[src/rtl/redirect_ctrl.sv]
// Hazard and forwarding control for the 5-stage redirect pipeline.
// Tracks destination tags through EX/MEM/WB; drives bypass, stall, flush.
module redirect_ctrl #(
  parameter int         CNT_W    = 16,
  parameter logic [4:0] ZERO_REG = 5'd0
) (
  input  logic             clk,
  input  logic             rst_n,
  input  logic             id_valid,
  input  logic [4:0]       id_ra,
  input  logic [4:0]       id_rb,
  input  logic             id_use_ra,
  input  logic             id_use_rb,
  input  logic [4:0]       id_rw,
  input  logic             id_regwe,
  input  logic             id_memtoreg,
  input  logic             ex_branch_taken,
  input  logic             halt,
  output logic [1:0]       fwd_a,
  output logic [1:0]       fwd_b,
  output logic             stall,
  output logic             flush,
  output logic [CNT_W-1:0] stall_cnt,
  output logic [CNT_W-1:0] flush_cnt
);

  typedef struct packed {
    logic       v;
    logic [4:0] ra;
    logic [4:0] rb;
    logic       use_ra;
    logic       use_rb;
    logic [4:0] rw;
    logic       we;
    logic       ld;
  } ex_tag_t;

  typedef struct packed {
    logic       v;
    logic [4:0] rw;
    logic       we;
  } wr_tag_t;

  ex_tag_t ex_q, ex_d;
  wr_tag_t mem_q, mem_d;
  wr_tag_t wb_q, wb_d;
  logic    lu;
  logic    sel_halt, sel_flush, sel_stall, sel_run;

  function automatic logic writes(wr_tag_t t, logic [4:0] r);
    return t.v && t.we && (t.rw == r) && (r != ZERO_REG);
  endfunction

  always_comb begin
    fwd_a = 2'd0;
    if (ex_q.use_ra && writes(mem_q, ex_q.ra))
      fwd_a = 2'd1;
    else if (ex_q.use_ra && writes(wb_q, ex_q.ra))
      fwd_a = 2'd2;
  end

  always_comb begin
    fwd_b = 2'd0;
    if (ex_q.use_rb && writes(mem_q, ex_q.rb))
      fwd_b = 2'd1;
    else if (ex_q.use_rb && writes(wb_q, ex_q.rb))
      fwd_b = 2'd2;
  end

  assign lu = id_valid && ex_q.v && ex_q.we && ex_q.ld
           && (ex_q.rw != ZERO_REG)
           && ((id_use_ra && id_ra == ex_q.rw)
            || (id_use_rb && id_rb == ex_q.rw));

  // one-hot action selects; halt > branch > load-use > run
  assign sel_halt  = halt;
  assign sel_flush = !halt && ex_branch_taken;
  assign sel_stall = !halt && !ex_branch_taken && lu;
  assign sel_run   = !halt && !ex_branch_taken && !lu;

  assign stall = sel_halt || sel_stall;
  assign flush = sel_flush;

  always_comb begin
    ex_d  = ex_q;
    mem_d = mem_q;
    wb_d  = wb_q;
    unique case (1'b1)
      sel_halt: ;
      sel_flush, sel_stall: begin
        ex_d  = '0;
        mem_d = '{v: ex_q.v, rw: ex_q.rw, we: ex_q.we};
        wb_d  = mem_q;
      end
      sel_run: begin
        ex_d  = '{v: id_valid, ra: id_ra, rb: id_rb,
                  use_ra: id_use_ra, use_rb: id_use_rb,
                  rw: id_rw, we: id_regwe, ld: id_memtoreg};
        mem_d = '{v: ex_q.v, rw: ex_q.rw, we: ex_q.we};
        wb_d  = mem_q;
      end
      default: ;
    endcase
  end

  always_ff @(posedge clk or negedge rst_n) begin
    if (!rst_n) begin
      ex_q  <= '0;
      mem_q <= '0;
      wb_q  <= '0;
    end else begin
      ex_q  <= ex_d;
      mem_q <= mem_d;
      wb_q  <= wb_d;
    end
  end

  always_ff @(posedge clk or negedge rst_n) begin
    if (!rst_n) begin
      stall_cnt <= '0;
      flush_cnt <= '0;
    end else begin
      if (sel_stall && stall_cnt != '1)
        stall_cnt <= stall_cnt + 1'b1;
      if (sel_flush && flush_cnt != '1)
        flush_cnt <= flush_cnt + 1'b1;
    end
  end

endmodule

[config.mk]
export PLATFORM = sky130hd
export DESIGN_NAME = redirect_ctrl
export DESIGN_NICKNAME = d
export VERILOG_FILES = /design/src/rtl/redirect_ctrl.sv
export SDC_FILE = /design/constraint.sdc
export NUM_CORES = 1
export LEC_CHECK = 0
export BUFFER_PORTS_ARGS = -buffer_cell sky130_fd_sc_hd__buf_2
export CAP_MARGIN = 0
export CORE_UTILIZATION = 40
export DETAILED_ROUTE_END_ITERATION = 12
export GPL_TIMING_DRIVEN = 1
export PLACE_DENSITY = 0.6
export SLEW_MARGIN = 10
export SYNTH_ARGS = -nofsm -noshare
export SYNTH_HDL_FRONTEND = slang
export SYNTH_SLANG_ARGS = --single-unit
[constraint.sdc]
create_clock -name clk -period 1.5 [get_ports clk]
set_input_delay 0.15 -clock clk [delete_from_list [all_inputs] [get_ports clk]]
set_output_delay 0.15 -clock clk [all_outputs]
set_load 0.01 [all_outputs]
==> flow_summary.yaml, run 1 <==
run_status:
  outcome: "complete, but fails checks"
  violations: "negative setup slack"
yosys:
  ys_seq_elements: 66
  yosysSeqAreaShare: 0.505
  async_flop_share: 1.00
  yosys_warnings: 0
  synth_flop_cell: "dfrtp_1"
  ys_top_cells_by_count: "dfrtp_1, xnor2_1, nand4_1"
  synth_area_mm2: 0.00327
  synth_top_area_cell: "dfrtp_1"
  synth_top_area_frac: 0.505
  avgSynthCellArea_um2: 11.6
  synth_edf_count: 0
  synthTopCellsByArea: "dfrtp_1, xnor2_1, mux2_2, a22o_1, nand4_1"
  synthCells: 282
  syn_nets: 308
  synthMostInstantiatedCell: "dfrtp_1"
  yosysUniqueCellTypes: 40
floorplan:
  dieWidth_um: 92.5
  dieArea_mm2: 0.00855
  row_count: 32
  die_h_um: 92.5
  core_mm2: 0.00781
  io_pins: 62
  initial_core_util: 0.419
global_route:
  grt_pass1_vias: 2856
  antenna_found_initial: 0
  grt_pass1_wl_mm: 13.8
  grt_overflow: 0
  grt_max_degree: 67
  grtUsageTotal: 0.207
setup_path:
  arrival_ps: 1820
  endpoint: "stall"
  cp-start-kind: "register"
  cp_max_fo: 4
  timing.rr.start: "ex_q[6]"
  critPathCaptureType: "primary output"
  critPathRequiredTime_ps: 1350
  r2r-end: "stall_cnt[1]"
  crit_start: "ex_q[6]"
  rr_worst_depth: 7
  ff2ff_setup_slack_ps: -320
  criticalPathCategory: "register to primary output"
routing:
  drt_first_pass_iters: 4
  post_drt_wl_per_cell_um: 15.5
  ant_nets: 0
  finalWirelength_mm: 8.51
  vias: 2813
  drt_iter0_drc: 104
  viasPerCell: 5.12
  route.detailed.drc: 0
final_layout:
  n_antenna_cell: 0
  fin_area_mm2: 0.00494
  syn_to_final_growth_pct: 51.1
  drive_gt1_frac: 0.528
  final-seq-area_mm2: 0.00166
  multi_input_area_mm2: 0.00179
  num-fill-cells: 650
  nets: 468
timing:
  hold_viol: 0
  fmax_mhz: 507
  whs_ps: 18.2
  report.final.slew_viol_count: 0
  finClkSkew_ps: 7.84
  post-route-min-period_ps: 1970
  rsz0062_at_grt: "yes"
  tightest_slew_ps: 382
  relSlewSlack: 0.745
  post-route-period-util: 1.31
  finalSetupViolCount: 42
  worst_slack_ps: -471
flow_run:
  maxCapViolations: 0
power_and_ir_drop:
  p_clk_frac: 0.290
  pwr-share-seq: 0.464
  finalPower_w: 0.00457
  p_switching_w: 0.00135
  p_leak_nw: 2.36
  power.density_mw_per_mm2: 925
  swShare: 0.295
  combinationalPowerShare: 0.246
  p_int_w: 0.00322
  ir_worst_vdd_mv: 0.625
clock_network:
  cts_tree: "done"
  cts.sinks: 66
  cts_root_buf: "clkbuf_8"
  clock_latency_ps: 350
  clockBufferDepth: 2
  numCtsBuffers: 9
  clkTransAtPathRegs_ps: 70
  cts_max_level: 3
hold_path:
  hold_class: "primary input to register"
  whs_path_depth: 2
place:
  port_buffers: 61
  placed_area_mm2: 0.00428
  hpwlAfterDp_mm: 5.79
  gp_congestion: 0.812
## worst max-delay path: stages, from the launching register on
cell and delay, ps:
dfrtp_1 430, xnor2_1 200, nand4_1 180, o22ai_4 260, buf_12 150, nand2_4 40, o21bai_4 100, buf_6 110
## metrics by stage
stage                     setup WS (ps)  cells   util  TNS [ps]
after floorplan                    -169    282      -     -1220
after global placement             -115    508  0.549     -1390
after CTS                          -472    533  0.594     -6980
after detailed placement           -171    508  0.549     -2960
after global routing               -590    549  0.633    -13630
final                              -471    549  0.633     -9120
## flip-flops by register name (all words and copies together) (netlist names)
name       cells
wb_q           7
stall_cnt     16
flush_cnt     16
ex_q          20
mem_q          7
## layer usage
| layer | vias up | track usage | share of wire | routed length, um |
|---|---|---|---|---|
| met1 | 1372 | 0.273 | 0.45 | 3810 |
| met2 | 69 | 0.335 | 0.49 | 4180 |
| met3 | 15 | 0.0427 | 0.042 | 355 |
| met4 | 0 | 0.0781 | 0.019 | 161 |
| met5 | - | 0 | 0 | 0 |
| li1 | 1357 | - | - | - |
## kinds of logic after synthesis
family / Yosys count / synth area share
flops: 66 / 0.505
fa+ha+maj: 2 / 0.00764
simple gates: 95 / 0.167
compound gates: 32 / 0.0852
buf+inv: 12 / 0.0199
xor+xnor: 57 / 0.153
mux: 18 / 0.0627
## power by group through the flow
stage | combinational, W | sequential, W | clock [W]
2_1_floorplan | 0.000401 | 0.00219 | 0
3_3_place_gp | 0.000931 | 0.00214 | 0
5_1_grt | 0.00123 | 0.00214 | 0.00144
3_5_place_dp | 0.000952 | 0.00214 | 0
4_1_cts | 0.00102 | 0.00211 | 0.00136
6_report | 0.00113 | 0.00212 | 0.00133
## how the worst min path moves through the flow
stage | startpoint | end | slack, ps
after floorplan | rst_n | ex_q[0] | -150
after global placement | rst_n | wb_q[3] | 200
after detailed placement | rst_n | wb_q[3] | 200
after CTS | id_regwe | ex_q[1] | 8
after global routing | id_regwe | ex_q[1] | 7
final | id_regwe | ex_q[1] | 20
## area by class of cell
| cell class | instances | area share |
|---|---|---|
| Inverter | 3 | 0.00228 |
| Timing Repair Buffer | 158 | 0.241 |
| Clock buffer | 11 | 0.0286 |
| Clock inverter | 5 | 0.00607 |
| Tap cell | 102 | 0.0258 |
| Multi-Input combinational cell | 204 | 0.361 |
| Sequential cell | 66 | 0.335 |
## repair_timing
action | 4_1_cts | 5_1_grt
resized for setup | 27 | 28
hold buffers | 1 | 0
setup endpoints to repair | 54 | 55
hold endpoints to repair | 66 | 0
buffers inserted | 8 | 12
pin swaps | 12 | 28
cloned | 0 | 4
## layout by cell type (no fill, tap or decap), drive strengths merged, types with 2 or more instances in the layout
| cell | n |
|---|---|
| nand3 | 11 |
| nor2 | 14 |
| dfrtp | 66 |
| inv | 3 |
| nand4b | 2 |
| clkinvlp | 2 |
| a21oi | 5 |
| ha | 2 |
| nor3 | 5 |
| or4 | 3 |
| nor4 | 5 |
| and3 | 7 |
| nand2 | 17 |
| buf | 154 |
| a21boi | 2 |
| xnor2 | 44 |
| o21ai | 2 |
| nand4 | 25 |
| clkbuf | 14 |
| mux2 | 17 |
| xor2 | 13 |
| clkinv | 3 |
| and4 | 3 |
| a22o | 20 |
Note: power is estimated with default switching activity, not from simulation.
==> run 2, diff against run 1 <==
--- a/config.mk
+++ b/config.mk
@@ -5,12 +5,14 @@
 export SDC_FILE = /design/constraint.sdc
 export NUM_CORES = 1
 export LEC_CHECK = 0
+export ABC_AREA = 1
 export BUFFER_PORTS_ARGS = -buffer_cell sky130_fd_sc_hd__buf_2
 export CAP_MARGIN = 0
 export CORE_UTILIZATION = 40
 export DETAILED_ROUTE_END_ITERATION = 12
 export GPL_TIMING_DRIVEN = 1
-export PLACE_DENSITY = 0.6
+export HOLD_SLACK_MARGIN = 0.1
+export PLACE_DENSITY = 0.72
 export SLEW_MARGIN = 10
 export SYNTH_ARGS = -nofsm -noshare
 export SYNTH_HDL_FRONTEND = slang
==> flow_summary.yaml, run 2 <==
run_status:
  outcome: "complete, but fails checks"
  violations: "negative setup slack"
timing:
  fmax_mhz: 593
  finClkSkew_ps: 6.96
  finalSetupViolCount: 44
  report.final.slew_viol_count: 0
  worst_slack_ps: -187
  tightest_slew_ps: 430
  relSlewSlack: 0.713
  rsz0062_at_grt: "yes"
  post-route-min-period_ps: 1690
  hold_viol: 0
  post-route-period-util: 1.12
  whs_ps: 111
routing:
  vias: 3611
  viasPerCell: 5.09
  drt_first_pass_iters: 4
  post_drt_wl_per_cell_um: 14.3
  route.detailed.drc: 0
  finalWirelength_mm: 10.2
  ant_nets: 0
  drt_iter0_drc: 165
yosys:
  synthMostInstantiatedCell: "nand2_1"
  ys_seq_elements: 66
  synthCells: 469
  ys_top_cells_by_count: "nand2_1, dfrtp_1, inv_1"
  syn_nets: 495
  synth_area_mm2: 0.00360
  synth_top_area_frac: 0.458
  yosys_warnings: 0
  synth_compound_area_frac: 0.0622
  yosysUniqueCellTypes: 30
  synth_xor_area_frac: 0.0826
  synth_mux_area_frac: 0
  yosysSeqAreaShare: 0.458
  synth_top_area_cell: "dfrtp_1"
  synth_edf_count: 0
  avgSynthCellArea_um2: 7.68
  synth-adder-area-share: 0.00694
  synthTopCellsByArea: "dfrtp_1, nand2_1, xor2_1, inv_1, nand3_1"
  synth_top_family_by_area: "simple AND/OR/NAND/NOR gates"
  synthSimpleGateAreaFrac: 0.327
  synth_flop_cell: "dfrtp_1"
  async_flop_share: 1.00
setup_path:
  cp_max_fo: 4
  critPathCaptureType: "primary output"
  cp-start-kind: "register"
  criticalPathCategory: "register to primary output"
  critPathRequiredTime_ps: 1350
  arrival_ps: 1540
global_route:
  grt_overflow: 0
  grt_pass1_wl_mm: 15.7
  grtUsageTotal: 0.205
  grt_max_degree: 35
  grt_pass1_vias: 3287
  antenna_found_initial: 0
final_layout:
  nets: 624
  final_common_cell: "nand2_1"
  reg_top3: "ex_q: 20 flops, flush_cnt: 16 flops, stall_cnt: 16 flops"
  final_cell_count_no_fill: 710
  syn_to_final_growth_pct: 45.6
  drive_gt1_frac: 0.389
  final_util: 0.602
  largest_register_ff_count: 20
  n_antenna_cell: 0
  final_cell_mix: "nand2_1, dfrtp_1, buf_2"
  regMostFlops: "ex_q"
clock_network:
  numCtsBuffers: 9
  cts_max_level: 3
  clkTransAtPathRegs_ps: 70
  cts.sinks: 66
  cts_tree: "done"
  clockBufferDepth: 2
  cts_root_buf: "clkbuf_8"
  clock_latency_ps: 340
floorplan:
  die_h_um: 96.9
  row_count: 34
  dieWidth_um: 96.9
  initial_core_util: 0.413
  io_pins: 62
  core_mm2: 0.00872
  dieArea_mm2: 0.00939
power_and_ir_drop:
  p_leak_nw: 2.62
  p_clk_frac: 0.341
  p_int_w: 0.00346
  pwr-share-seq: 0.438
  combinationalPowerShare: 0.221
  power.density_mw_per_mm2: 936
  p_switching_w: 0.00145
  swShare: 0.296
  ir_worst_vdd_mv: 0.583
place:
  port_buffers: 61
  dp_cells: 658
  gp_congestion: 0.898
  hpwlAfterDp_mm: 6.61
flow_run:
  maxCapViolations: 0
hold_path:
  hold_class: "primary input to register"
-- run 2: cell count changes after synthesis, sizes merged, moves of 11 or more --
cell   previous run  this run
nand3            11        30
a22o             20         0
mux2             17         0
nand2            17       170
xnor2            44        15
inv               3        46
nand4            25        14
o21ai             2        28
nor2             14        39
-- run 2: cell type report --
type                    instances  area [um^2]
well taps                     108          135
flip-flops and latches         66         1660
clock buffers                  13          159
clock inverters                 2         60.1
repair inverters                1         8.76
inverters                      46          180
multi-input cells             346         2070
fillers                       702         3470
repair buffers                128          980
-- run 2: timing repair --
item / in CTS / in global routing
cloned: 0 / 3
pin swaps: 7 / 25
hold endpoints to repair: 29 / 1
endpoints found under the setup margin: 26 / 54
setup buffers: 9 / 10
hold buffers: 14 / 1
resized for setup: 17 / 114
-- run 2: power groups by stage --
| stage | Clock [W] | Combinational (W) | Sequential [W] |
|---|---|---|---|
| CTS | 0.00171 | 0.000898 | 0.00213 |
| global placement | 0 | 0.000809 | 0.00216 |
| floorplan | 0 | 0.000422 | 0.00218 |
| global route | 0.00179 | 0.00119 | 0.00217 |
| finish | 0.00168 | 0.00109 | 0.00215 |
| detailed placement | 0 | 0.000836 | 0.00216 |
-- run 2: final timing paths --
kind / startpoint / to / slack (ps) / depth (start not counted)
setup / recovery: ex_q[6] / stall / -190 / 9
hold / removal: id_ra[3] / ex_q[17] / 110 / 3
setup reg to reg: ex_q[6] / stall_cnt[7] / -110 / 11
hold reg to reg: ex_q[0] / ex_q[0] / 520 / 2
max in group asynchronous: rst_n / stall_cnt[9] / 610 / 3
min in group asynchronous: rst_n / flush_cnt[8] / 300 / 2
-- run 2: through the flow --
step	total power (W)	setup WS, ps	TNS, ps	area (um^2)
2_1_floorplan	0.00260	2.00	0	3610
3_3_place_gp	0.00296	9.08	0	4280
3_5_place_dp	0.00299	-65.9	-220	4280
4_1_cts	0.00474	-140	-935	4730
5_1_grt	0.00514	-287	-7660	5250
6_report	0.00491	-187	-3000	5250
-- run 2: metal layers --
metal | track usage | vias up | routed length [um]
met1 | 0.268 | 1749 | 4310
met5 | 0 | - | 0
li1 | - | 1757 | -
met2 | 0.342 | 88 | 5290
met4 | 0.0654 | 0 | 214
met3 | 0.0397 | 17 | 358
-- run 2: kinds of logic after synthesis --
family	after synthesis
AND/OR/NAND/NOR	270
flip-flops	66
buffers and inverters	57
AO/OA/AOI/OAI	40
XOR/XNOR	34
adder cells (fa/ha/maj)	2
-- run 2: critical path: stages, from the launching register on --
cell and delay, ps:
dfrtp_1 420, inv_2 60, nand2_1 70, nand2_1 70, nor2_2 130, nand3_2 100, nand2_4 100, nand3_4 80
nand2_2 70, buf_6 100
==> run 3, diff against run 2 <==
--- a/config.mk
+++ b/config.mk
@@ -12,6 +12,7 @@
 export DETAILED_ROUTE_END_ITERATION = 12
 export GPL_TIMING_DRIVEN = 1
 export HOLD_SLACK_MARGIN = 0.1
+export MAX_ROUTING_LAYER = met4
 export PLACE_DENSITY = 0.72
 export SLEW_MARGIN = 10
 export SYNTH_ARGS = -nofsm -noshare
==> flow_summary.yaml, run 3 (same netlist as run 2, synthesis figures left out) <==
clock_network:
  cts_root_buf: "clkbuf_8"
  clockBufferDepth: 2
  cts.sinks: 66
  clkTransAtPathRegs_ps: 70
  cts_max_level: 3
  clock_latency_ps: 330
  cts_tree: "done"
  numCtsBuffers: 9
power_and_ir_drop:
  ir_worst_vdd_mv: 0.595
  p_leak_nw: 2.69
  p_clk_frac: 0.327
  finalPower_w: 0.00470
  swShare: 0.297
  combinationalPowerShare: 0.217
  pwr-share-seq: 0.456
  power.density_mw_per_mm2: 901
  p_switching_w: 0.00140
  p_int_w: 0.00330
timing:
  post-route-period-util: 1.13
  post-route-min-period_ps: 1700
  tightest_slew_ps: 370
  rsz0062_at_grt: "yes"
  hold_viol: 0
  worst_slack_ps: -196
  report.final.slew_viol_count: 0
  fmax_mhz: 590
  finClkSkew_ps: 8.92
  finalSetupViolCount: 44
  relSlewSlack: 0.753
setup_path:
  arrival_ps: 1550
  crit_buf_inv: 2
  cp-start-kind: "register"
  slowest_delay_ps: 410
  cpMaxStageDelayCell: "dfrtp_1"
  critPathRequiredTime_ps: 1350
  criticalPathCategory: "register to primary output"
  cp_max_fo: 5
  critPathCaptureType: "primary output"
  cp_cell_sequence: "inv_2 -> nand2_1 -> nand2_1 -> nor2_1 -> nand3_1 -> nand2_2 -> nand3_4 -> nand2_2 -> buf_6"
  crit_family: "simple AND/OR/NAND/NOR gates"
global_route:
  grt_pass1_vias: 3280
  grt_overflow: 0
  grtUsageTotal: 0.210
  antenna_found_initial: 0
  grt_pass1_wl_mm: 15.5
  grt_max_degree: 67
routing:
  route.detailed.drc: 0
  viasPerCell: 5.08
  ant_nets: 0
  finalWirelength_mm: 10.2
  post_drt_wl_per_cell_um: 14.4
  drt_first_pass_iters: 5
  drt_iter0_drc: 213
  vias: 3593
final_layout:
  reg_top3: "ex_q: 20 flops, flush_cnt: 16 flops, stall_cnt: 16 flops"
  largest_register_ff_count: 20
  syn_to_final_growth_pct: 44.8
  final_common_cell: "nand2_1"
  n_antenna_cell: 0
  num-fill-cells: 717
  drive_gt1_frac: 0.379
  nets: 621
  fin_area_mm2: 0.00522
  regMostFlops: "ex_q"
  final_cell_count_no_fill: 707
  final_cell_mix: "nand2_1, dfrtp_1, buf_2"
hold_path:
  hold_class: "primary input to register"
place:
  dp_cells: 656
  hpwlAfterDp_mm: 6.50
  placed_area_mm2: 0.00426
  port_buffers: 61
  gp_congestion: 0.897
run_status:
  violations: "negative setup slack"
  outcome: "complete, but fails checks"
floorplan:
  io_pins: 62
  dieArea_mm2: 0.00939
  initial_core_util: 0.413
  die_h_um: 96.9
  row_count: 34
  core_mm2: 0.00872
  dieWidth_um: 96.9
flow_run:
  maxCapViolations: 0
-- run 3: changes by cell type in the layout (fill, tap and decap cells not counted), sizes merged --
cell,before,now
clkinv,0,1
bufinv,2,1
dlygate4sd3,15,16
clkbuf,15,14
buf,111,108
-- run 3: power groups by stage --
stage               Sequential, W  Combinational, W  Clock (W)
floorplan                 0.00218          0.000422          0
global placement          0.00216          0.000807          0
detailed placement        0.00216          0.000827          0
CTS                       0.00213          0.000883    0.00157
global route              0.00216           0.00112    0.00164
finish                    0.00214           0.00102    0.00154
-- run 3: cell type report --
cell class / count / area, um^2 / share of cell area
clock buffers: 13 / 169 / 0.0324
multi-input cells: 346 / 2090 / 0.401
repair buffers: 125 / 945 / 0.181
repair inverters: 1 / 6.26 / 0.00120
inverters: 46 / 180 / 0.0345
flip-flops and latches: 66 / 1650 / 0.317
well taps: 108 / 135 / 0.0259
clock inverters: 2 / 35.0 / 0.00671
-- run 3: routing by layer --
metal	vias up	part of all wire	global-route usage
li1	1748	-	-
met1	1747	0.43	0.264
met2	85	0.52	0.344
met3	13	0.035	0.0484
met4	0	0.011	0.0494
met5	-	0	-
-- run 3: metrics by stage --
stage / hold slack, ps / util / worst slack (ps) / setup TNS (ps)
after detailed placement: 202 / 0.489 / -69.3 / -440
after global placement: 201 / 0.489 / -13.9 / -13.9
after CTS: 100 / 0.545 / -164 / -1740
after global routing: 108 / 0.598 / -277 / -7760
final: 119 / 0.598 / -196 / -3940
after floorplan: -146 / - / 2.00 / 0
-- run 3: path summary, 6_finish.rpt --
path / startpoint / endpoint / slack (ps) / cells after the start
max in group asynchronous: rst_n / stall_cnt[10] / 820 / 3
max: ex_q[3] / stall / -200 / 9
min reg2reg: mem_q[6] / wb_q[6] / 510 / 2
min in group asynchronous: rst_n / flush_cnt[3] / 360 / 3
max reg2reg: ex_q[3] / stall_cnt[7] / -180 / 12
min: id_rb[3] / ex_q[12] / 120 / 3
-- run 3: repair_timing --
item                                   CTS  global route
gates resized for setup                 31           112
pin swaps                                9            38
gates cloned                             2             1
endpoints found under the hold margin   78             3
hold buffers                            13             3
setup buffers                            9             9
setup endpoints to repair               36            54
-- run 3: tightest hold or removal path: cells and delay by family --
family | cells | cell delay, ps
compound gates | 1 | 70
buf+inv | 2 | 180
